==> src/rtl/ysyx_25010008_mem_arbiter.sv <==
// Shares one AXI4-Lite-style memory slave between IFU reads and LSU reads/writes.
// Latency: 1 cycle from a request sampled in IDLE to the grant; granted channels pass through combinationally.
// Backpressure: the granted master sees the slave's ready/valid directly; the other master sees all zeros.
// Optional build macro YSYX_25010008_ARB_RR_EN selects round-robin instead of fixed LSU priority.
module ysyx_25010008_mem_arbiter #(
    parameter int ADDR_W = 32
) (
    input  logic              clock,
    input  logic              reset,

    input  logic [ADDR_W-1:0] ifu_araddr,
    input  logic              ifu_arvalid,
    output logic              ifu_arready,
    output logic [31:0]       ifu_rdata,
    output logic [1:0]        ifu_rresp,
    output logic              ifu_rvalid,
    input  logic              ifu_rready,

    input  logic [ADDR_W-1:0] lsu_araddr,
    input  logic              lsu_arvalid,
    output logic              lsu_arready,
    output logic [31:0]       lsu_rdata,
    output logic [1:0]        lsu_rresp,
    output logic              lsu_rvalid,
    input  logic              lsu_rready,
    input  logic [ADDR_W-1:0] lsu_awaddr,
    input  logic              lsu_awvalid,
    output logic              lsu_awready,
    input  logic [31:0]       lsu_wdata,
    input  logic [3:0]        lsu_wstrb,
    input  logic              lsu_wvalid,
    output logic              lsu_wready,
    output logic [1:0]        lsu_bresp,
    output logic              lsu_bvalid,
    input  logic              lsu_bready,

    output logic [ADDR_W-1:0] s_araddr,
    output logic              s_arvalid,
    input  logic              s_arready,
    input  logic [31:0]       s_rdata,
    input  logic [1:0]        s_rresp,
    input  logic              s_rvalid,
    output logic              s_rready,
    output logic [ADDR_W-1:0] s_awaddr,
    output logic              s_awvalid,
    input  logic              s_awready,
    output logic [31:0]       s_wdata,
    output logic [3:0]        s_wstrb,
    output logic              s_wvalid,
    input  logic              s_wready,
    input  logic [1:0]        s_bresp,
    input  logic              s_bvalid,
    output logic              s_bready
);

    typedef enum logic [1:0] {
        IDLE        = 2'd0,
        GRANT_IFU_R = 2'd1,
        GRANT_LSU_R = 2'd2,
        GRANT_LSU_W = 2'd3
    } state_t;

`ifdef YSYX_25010008_ARB_RR_EN
    localparam logic RR_EN = 1'b1;
`else
    localparam logic RR_EN = 1'b0;
`endif

    state_t state;
    logic   last_grant;   // 0 = IFU held the last grant, 1 = LSU

    logic sel_ifu_r;
    logic sel_lsu_r;
    logic sel_lsu_w;
    logic lsu_req;
    logic ifu_wins;

    assign sel_ifu_r = (state == GRANT_IFU_R);
    assign sel_lsu_r = (state == GRANT_LSU_R);
    assign sel_lsu_w = (state == GRANT_LSU_W);

    // IFU wins when alone, or on a tie in round-robin mode when LSU had the previous grant.
    assign lsu_req  = lsu_arvalid | lsu_awvalid;
    assign ifu_wins = ifu_arvalid & (~lsu_req | (RR_EN & last_grant));

    // Grant FSM: pick one master in IDLE, release after the response handshake.
    always_ff @(posedge clock or negedge reset) begin
        if (!reset) begin
            state      <= IDLE;
            last_grant <= 1'b0;
        end else begin
            case (state)
                IDLE: begin
                    if (ifu_wins) begin
                        state      <= GRANT_IFU_R;
                        last_grant <= 1'b0;
                    end else if (lsu_awvalid) begin
                        // LSU writes go ahead of LSU reads so stores drain first.
                        state      <= GRANT_LSU_W;
                        last_grant <= 1'b1;
                    end else if (lsu_arvalid) begin
                        state      <= GRANT_LSU_R;
                        last_grant <= 1'b1;
                    end
                end
                GRANT_IFU_R: if (s_rvalid && ifu_rready) state <= IDLE;
                GRANT_LSU_R: if (s_rvalid && lsu_rready) state <= IDLE;
                GRANT_LSU_W: if (s_bvalid && lsu_bready) state <= IDLE;
                default:     state <= IDLE;
            endcase
        end
    end

    // Read-address path: only the read grant states open the AR channel.
    assign s_araddr    = sel_ifu_r ? ifu_araddr : lsu_araddr;
    assign s_arvalid   = (sel_ifu_r & ifu_arvalid) | (sel_lsu_r & lsu_arvalid);
    assign ifu_arready = sel_ifu_r & s_arready;
    assign lsu_arready = sel_lsu_r & s_arready;

    // Read-data path: data and response broadcast, valid steered to the owner.
    assign ifu_rdata  = s_rdata;
    assign ifu_rresp  = s_rresp;
    assign ifu_rvalid = sel_ifu_r & s_rvalid;
    assign lsu_rdata  = s_rdata;
    assign lsu_rresp  = s_rresp;
    assign lsu_rvalid = sel_lsu_r & s_rvalid;
    assign s_rready   = (sel_ifu_r & ifu_rready) | (sel_lsu_r & lsu_rready);

    // Write path: AW and W pass independently; their relative order is the slave's concern.
    assign s_awaddr    = lsu_awaddr;
    assign s_awvalid   = sel_lsu_w & lsu_awvalid;
    assign lsu_awready = sel_lsu_w & s_awready;
    assign s_wdata     = lsu_wdata;
    assign s_wstrb     = lsu_wstrb;
    assign s_wvalid    = sel_lsu_w & lsu_wvalid;
    assign lsu_wready  = sel_lsu_w & s_wready;
    assign lsu_bresp   = s_bresp;
    assign lsu_bvalid  = sel_lsu_w & s_bvalid;
    assign s_bready    = sel_lsu_w & lsu_bready;

endmodule

==> config.mk <==
export PLATFORM = sky130hd
export DESIGN_NAME = ysyx_25010008_mem_arbiter
export DESIGN_NICKNAME = d
export VERILOG_FILES = /design/src/rtl/ysyx_25010008_mem_arbiter.sv
export SDC_FILE = /design/constraint.sdc
export NUM_CORES = 1
export LEC_CHECK = 0
export CAP_MARGIN = 20
export CORE_AREA = 2 2 142 144
export CTS_CLUSTER_SIZE = 14
export DETAILED_ROUTE_END_ITERATION = 10
export DIE_AREA = 0 0 144 146
export HOLD_SLACK_MARGIN = 0.02
export PLACE_DENSITY_LB_ADDON = 0.15
export SYNTH_ARGS = -nofsm -noshare
export SYNTH_HDL_FRONTEND = slang
export SYNTH_SLANG_ARGS = --single-unit
==> constraint.sdc <==
create_clock -name clock -period 1.9 [get_ports clock]
set_input_delay 0.38 -clock clock [delete_from_list [all_inputs] [get_ports clock]]
set_output_delay 0.38 -clock clock [all_outputs]
set_load 0.01 [all_outputs]
==> metrics.md, run 1 <==
| Metric | Value |
|---|---|
| Status | `complete, no violations` |
| Layout cells sized above 1 | `~45%` |
| Max reg flops | `2` |
| Critical R2R Capture | `state[1]` |
| Post-synth EDFFs | `0` |
| Detailed-route via count | `about 1200` |
| Pin count of the biggest net entering global routing | `12` |
| Worst Max-Slew Pin Slew | `229.8 ps` |
| Synth Cell Area | `approximately 0.0018 sq mm` |
| CTS tree | `built` |
| Chip Width | `144 um` |
| Top flop regs | `state: 2 flops` |
| Worst R2R Start | `state[1]` |
| Final setup viols | `0` |
| Worst Setup SP | `state[1]` |
| Slew Viols, Final | `0` |
| Area after DPL | `0.002332 sq mm` |
| Wire per inst | `between 10 and 15 um` |
| Routed WL | `about 5500 um` |
| Async set-reset flop share out of synthesis | `100.0%` |
| Reg with most FFs | `state` |
| Initial drt markers | `24` |
| Vias in the first global route | `~1300` |
| Worst min path class | `in2async` |
| Reg2reg path depth | `5` |
| Setup_tns | `0 ps` |
| Std-Cell Rows | `51` |
| Placed cells | `between 400 and 500` |
| Total grt overflow | `0` |
| CTS buffer count | `3` |
| Clk_lat worst skew | `roughly 220 ps` |
| CP Data Arrival Time | `1510 ps` |
| Final Util | `a little over an eighth` |
| Final Hold Viols | `0` |
| Htree depth | `1` |
| Die height | `146 um` |
| Synth Flop Type | `dfrtp_1` |
| Most common cell in the netlist | `buf_4` |
| Routed Antenna Nets | `0` |
| Crit path required time | `between 1500 and 2000 ps` |
| Die ar. | `0.02102 sq mm` |
| Flop2flop setup slack | `370 ps` |
| Most area-consuming cells after synthesis | `buf_4 58%, mux2_4 21%, mux2_2 4.4%` |
| Filler cells | `about 2200` |
| First-pass GRT wire length | `around 7400 um` |
| CP Capture Type | `primary output` |
| Vias per std cell | `around 2.6` |
| Post-synth net total | `between 300 and 400` |
| Worst-path clk slew | `30 ps` |
| Leak pwr | `~0.0011 uW` |
| Fin nets | `just under 400` |
| Core Area | `0.01933 sq mm` |
| GRT Overall Usage | `under 10%` |
| Fin area | `0.002574 sq mm` |
| Effective utilization at floorplan | `a little under a tenth` |
| Synth cell types | `23` |
| Peak supply drop | `0.2000 mV` |
| Final std cells w/o fill | `470` |
| # diodes | `0` |
| Top Ports | `364` |
| Crit Path Class | `reg2out` |
| Post-cts hold buffer count | `0` |
| Crit path to | `s_araddr[30]` |
| Relative slew slack | `between 80 and 90%` |
| Clock Root Buffer | `clkbuf_16` |
| RSZ-0062 raised after global routing | `yes` |
| Yosys reg bits | `2` |
| IO buf count | `121` |
| DR pass1 iterations | `4` |
| Critical Path Start Type | `flip-flop` |
| Syn_area_per_cell | `approximately 8.7 sq um` |
| Area leader, netlist | `buf_4` |
| Clk buf depth | `2` |
| DRC viols | `0` |
| Final min period | `1895 ps` |
| Pwr Density | `~1100 mW/mm^2` |
| Synth warnings | `0` |
| Max_cap viols | `0` |
| Max Clock Skew | `approximately 1.6 ps` |
| Routability cong. | `0.6899` |
| Antenna violations before repair | `0` |
| Cells after synthesis | `~210` |
| Top-area cell type share of the netlist area | `58.19%` |
| Final worst path period share | `~100%` |
| Part of the Yosys area used for sequential elements | `under 10%` |
| Synthesis-to-layout area growth | `44.55%` |
| HPWL Detailed | `about 4200 um` |
| Top cells by count, synth | `138 x buf_4, 25 x mux2_4, 7 x mux2_2, 6 x and3_1, 4 x and2_1` |
| Clk sink count | `2` |
| Fmax achieved | `between 500 and 600 MHz` |
| Max FO, Critical Path | `7` |
-- area by class of cell --
| cell class | count | area, sq um | area share [%] |
|---|---|---|---|
| clock buffers | 3 | 75.07 | 2.917 |
| inverters | 1 | 3.754 | 0.1458 |
| multi-input cells | 58 | 629.4 | 24.45 |
| flip-flops and latches | 2 | 50.05 | 1.945 |
| well taps | 265 | 331.6 | 12.88 |
| repair buffers | 141 | 1484 | 57.66 |
-- how the worst min path moves through the flow --
stage / slack [ps] / from / endpoint / cells past startpoint
after floorplan: 80 / reset / state[0] / 0
after global placement: 560 / reset / state[0] / 1
after detailed placement: 550 / reset / state[0] / 1
after CTS: 320 / reset / state[0] / 1
after global routing: 330 / reset / state[0] / 1
final: 320 / reset / state[0] / 1
-- through the flow --
| stage | hold slack (ps) | total power [uW] | setup slack [ps] |
|---|---|---|---|
| floorplan | 84.41 | 1411 | 405.8 |
| finish | 322.8 | 2717 | 5.224 |
| global route | 327.7 | 2883 | -50.17 |
| CTS | 323.2 | 2717 | -80.79 |
| detailed placement | 554.3 | 1996 | -149.2 |
| global placement | 555.5 | 2009 | -126.4 |
-- worst max-delay path, cell delays in order, from the launching register on --
cell,delay [ps]
dfrtp_1,400
nor2b_4,140
buf_6,150
buf_12,130
mux2_2,340
buf_6,120
-- timing repair --
action / in CTS / in global routing
resized for setup: 177 / 20
setup endpoints to repair: 41 / 35
setup buffers: 7 / 0
pin swaps: 0 / 1
cloned: 4 / 0
-- layer usage --
layer	vias up	track usage, %	wire, um
met5	-	0	0
met3	33	1.744	728
met2	136	7.357	2390
li1	532	-	-
met1	530	5.387	2122
met4	0	2.843	236
-- cells by family after synthesis --
kind of cell,count (synthesis),synth area share [%]
AOI/OAI and AO/OA,8,3.444
DFF,2,2.811
and+or+nand+nor,18,5.903
buffers and inverters,145,62.33
muxes,32,25.51
-- power breakdown --
group	leakage, uW	internal (uW)	switching [uW]	total, uW
Combinational	0.00102	1460	854	2320
Sequential	0.0000236	66.1	18.1	84.1
Clock	0.0000370	268	47.8	315
-- layout by cell type (no fill, tap or decap), types with 2 or more instances in the layout --
| master | count |
|---|---|
| dfrtp_1 | 2 |
| clkdlybuf4s50_1 | 77 |
| clkbuf_2 | 2 |
| buf_6 | 36 |
| clkbuf_16 | 3 |
| buf_16 | 2 |
| buf_4 | 10 |
| a22o_1 | 2 |
| nand2_1 | 3 |
| buf_2 | 2 |
| buf_12 | 2 |
| mux2_4 | 26 |
| and2_1 | 4 |
| mux2_2 | 6 |
| and3_1 | 6 |
| dlygate4sd2_1 | 8 |
Note: power is estimated with default switching activity, not from simulation.
==> run 2, diff against run 1 <==
--- a/config.mk
+++ b/config.mk
@@ -6,10 +6,10 @@
 export NUM_CORES = 1
 export LEC_CHECK = 0
 export CAP_MARGIN = 20
-export CORE_AREA = 2 2 142 144
+export CORE_AREA = 2 2 143 145
 export CTS_CLUSTER_SIZE = 14
 export DETAILED_ROUTE_END_ITERATION = 10
-export DIE_AREA = 0 0 144 146
+export DIE_AREA = 0 0 145 147
 export HOLD_SLACK_MARGIN = 0.02
 export PLACE_DENSITY_LB_ADDON = 0.15
 export SYNTH_ARGS = -nofsm -noshare
==> constraint.sdc (replaced) <==
create_clock -name clock -period 2.4 [get_ports clock]
set_input_delay 0.48 -clock clock [delete_from_list [all_inputs] [get_ports clock]]
set_output_delay 0.48 -clock clock [all_outputs]
set_load 0.01 [all_outputs]
==> metrics.md, run 2 (same netlist as run 1, synthesis figures left out) <==
| Metric | Value |
|---|---|
| Final setup viols | `0 (unchanged)` |
| Filler cells | `2261 (+2.6%)` |
| Final worst path period share | `97.53%` |
| Slew Viols, Final | `0 (unchanged)` |
| Commonest non-fill, non-tap cell in the layout | `clkdlybuf4s50_1` |
| Worst Max-Slew Pin Slew | `315.3 ps (+85.49 ps)` |
| Clk buf depth | `2 (unchanged)` |
| Crit path max-delay cell type | `clkdlybuf4s50_1` |
| Top Ports | `364 (unchanged)` |
| CTS tree | `built` |
| Register area | `50.05 sq um (unchanged)` |
| Max reg flops | `2 (unchanged)` |
| Wire per inst | `11.80 um (+1.2%)` |
| Worst path cell trace | `nor2b_4 > buf_12 > clkbuf_16 > mux2_4 > clkdlybuf4s50_1` |
| Crit path required time | `1920 ps (+400 ps)` |
| CP max stage delay | `490 ps (+90 ps)` |
| CP Data Arrival Time | `1860 ps (+350 ps)` |
| Design Power | `1930 uW (-29%)` |
| CTS buffer count | `3 (unchanged)` |
| First-pass GRT wire length | `7293 um (-1.6%)` |
| Pwr Density | `796.2 mW/mm^2 (-25%)` |
| CP Capture Type | `primary output` |
| Clock Root Buffer | `clkbuf_16` |
| Worst path top cell family by delay | `buffers and inverters` |
| Pin count of the biggest net entering global routing | `28 (+16)` |
| Critical Path Start Type | `flip-flop` |
| Most frequent cells in the layout | `121 x clkdlybuf4s50_1, 25 x mux2_4, 7 x mux2_2, 6 x and3_1, 5 x clkbuf_16` |
| Fmax achieved | `427.2 MHz` |
| GRT Overall Usage | `4.357% (-0.34 points)` |
| Routability cong. | `0.6690 (-3.0%)` |
| Initial drt markers | `10 (-58%)` |
| Top flop regs | `state: 2 flops` |
| Core Area | `0.01984 sq mm (+2.6%)` |
| Die ar. | `0.02132 sq mm (+1.4%)` |
| Routed WL | `5451 um (-0.47%)` |
| HPWL Detailed | `4418 um (+5.2%)` |
| Post-cts hold buffer count | `0 (unchanged)` |
| Setup_tns | `0 ps (unchanged)` |
| RSZ-0062 raised after global routing | `no` |
| Max_cap viols | `0 (unchanged)` |
| Die height | `147 um (+0.68%)` |
| IO buf count | `121 (unchanged)` |
| Htree depth | `1 (unchanged)` |
| Crit Path Class | `reg2out` |
| Peak supply drop | `0.2619 mV (+31%)` |
| Fin nets | `376 (-3.3%)` |
| Max Clock Skew | `0.4531 ps (-1.131 ps)` |
| Antenna violations before repair | `0 (unchanged)` |
| Chip Width | `145 um (+0.69%)` |
| DR pass1 iterations | `6 (+2)` |
| Status | `complete, no violations` |
| Leak pwr | `0.0008884 uW (-18%)` |
| Std-Cell Rows | `52 (+2.0%)` |
| Routed Antenna Nets | `0 (unchanged)` |
| Layout cells sized above 1 | `22.40% (-22 points)` |
| Detailed-route via count | `1137 (-7.6%)` |
| Final min period | `approximately 2300 ps` |
| DRC viols | `0 (unchanged)` |
| CP Buf/Inv Count | `3 (unchanged)` |
| Clk_lat worst skew | `220 ps (about the same)` |
| Vias per std cell | `2.461 (-6.0%)` |
| Synthesis-to-layout area growth | `36.12%` |
| Reg with most FFs | `state` |
| Clk sink count | `2 (unchanged)` |
| Vias in the first global route | `1150 (-9.9%)` |
| Worst min path class | `in2async` |
| Footprint of the multi-input gates | `625.6 sq um (-0.60%)` |
| Worst-path clk slew | `30 ps (about the same)` |
| # diodes | `0 (unchanged)` |
| Total grt overflow | `0 (unchanged)` |
| Relative slew slack | `78.94% (-5.6 points)` |
| Effective utilization at floorplan | `8.972% (-0.24 points)` |
| Max FO, Critical Path | `7 (unchanged)` |
| Final Hold Viols | `0 (unchanged)` |
## run 2: changes by cell type in the layout (fill, tap and decap cells not counted), sizes merged
cell	change
clkdlybuf4s50	+44
bufbuf	-1
dlygate4sd2	-8
buf	-48
## run 2: cell type report
| type | count | area share [%] |
|---|---|---|
| Inverter | 1 | 0.1549 |
| Tap cell | 270 | 13.94 |
| Timing Repair Buffer | 128 | 54.93 |
| Multi-Input combinational cell | 58 | 25.81 |
| Clock buffer | 3 | 3.098 |
| Sequential cell | 2 | 2.065 |
## run 2: per-layer routing
layer / vias to the layer above / track usage, % / wire [um]
met5: - / 0 / 0
met4: 0 / 3.416 / 274
met1: 501 / 5.306 / 2173
li1: 506 / - / -
met2: 93 / 5.881 / 2362
met3: 37 / 1.988 / 640
## run 2: where the power goes
part / switching [uW] / internal [uW]
registers: 12.4 / 52.3
logic: 595 / 1020
clock network: 36.4 / 212
total: 644 / 1290
## run 2: worst register-to-register path: cells and delay by family (launching register included)
kind	cells	cell delay (ps)
AND/OR/NAND/NOR	1	470
flip-flops	1	390
buffers and inverters	1	180
AO/OA/AOI/OAI	2	230
## run 2: final timing paths
check / startpoint / to / slack (ps) / depth (start not counted)
max: state[1] / s_araddr[2] / 60 / 5
min reg2reg: state[0] / state[0] / 650 / 2
min in group clock: state[0] / state[0] / 650 / 2
max reg2reg: state[1] / state[1] / 980 / 4
min: reset / state[0] / 420 / 1
max in group asynchronous: reset / state[1] / 1860 / 1
## run 2: metrics by stage
| stage | utilization [%] | cell area [sq um] | hold slack [ps] | instances | setup slack, ps |
|---|---|---|---|---|---|
| finish | 12.21 | 2424 | 423.9 | 462 | 59.28 |
| global route | 12.21 | 2424 | 424.0 | 462 | 2.966 |
| floorplan | - | 1780 | 184.4 | 205 | 805.8 |
| detailed placement | 11.44 | 2271 | 653.0 | 456 | 183.1 |
| global placement | 11.44 | 2271 | 651.1 | 456 | 210.7 |
| CTS | 11.82 | 2346 | 424.2 | 459 | 27.69 |
## run 2: timing repair
action                     4_1_cts  5_1_grt
setup endpoints to repair        0        2
resized for setup                0        2
hold endpoints to repair         0        0
setup buffers                    0        1
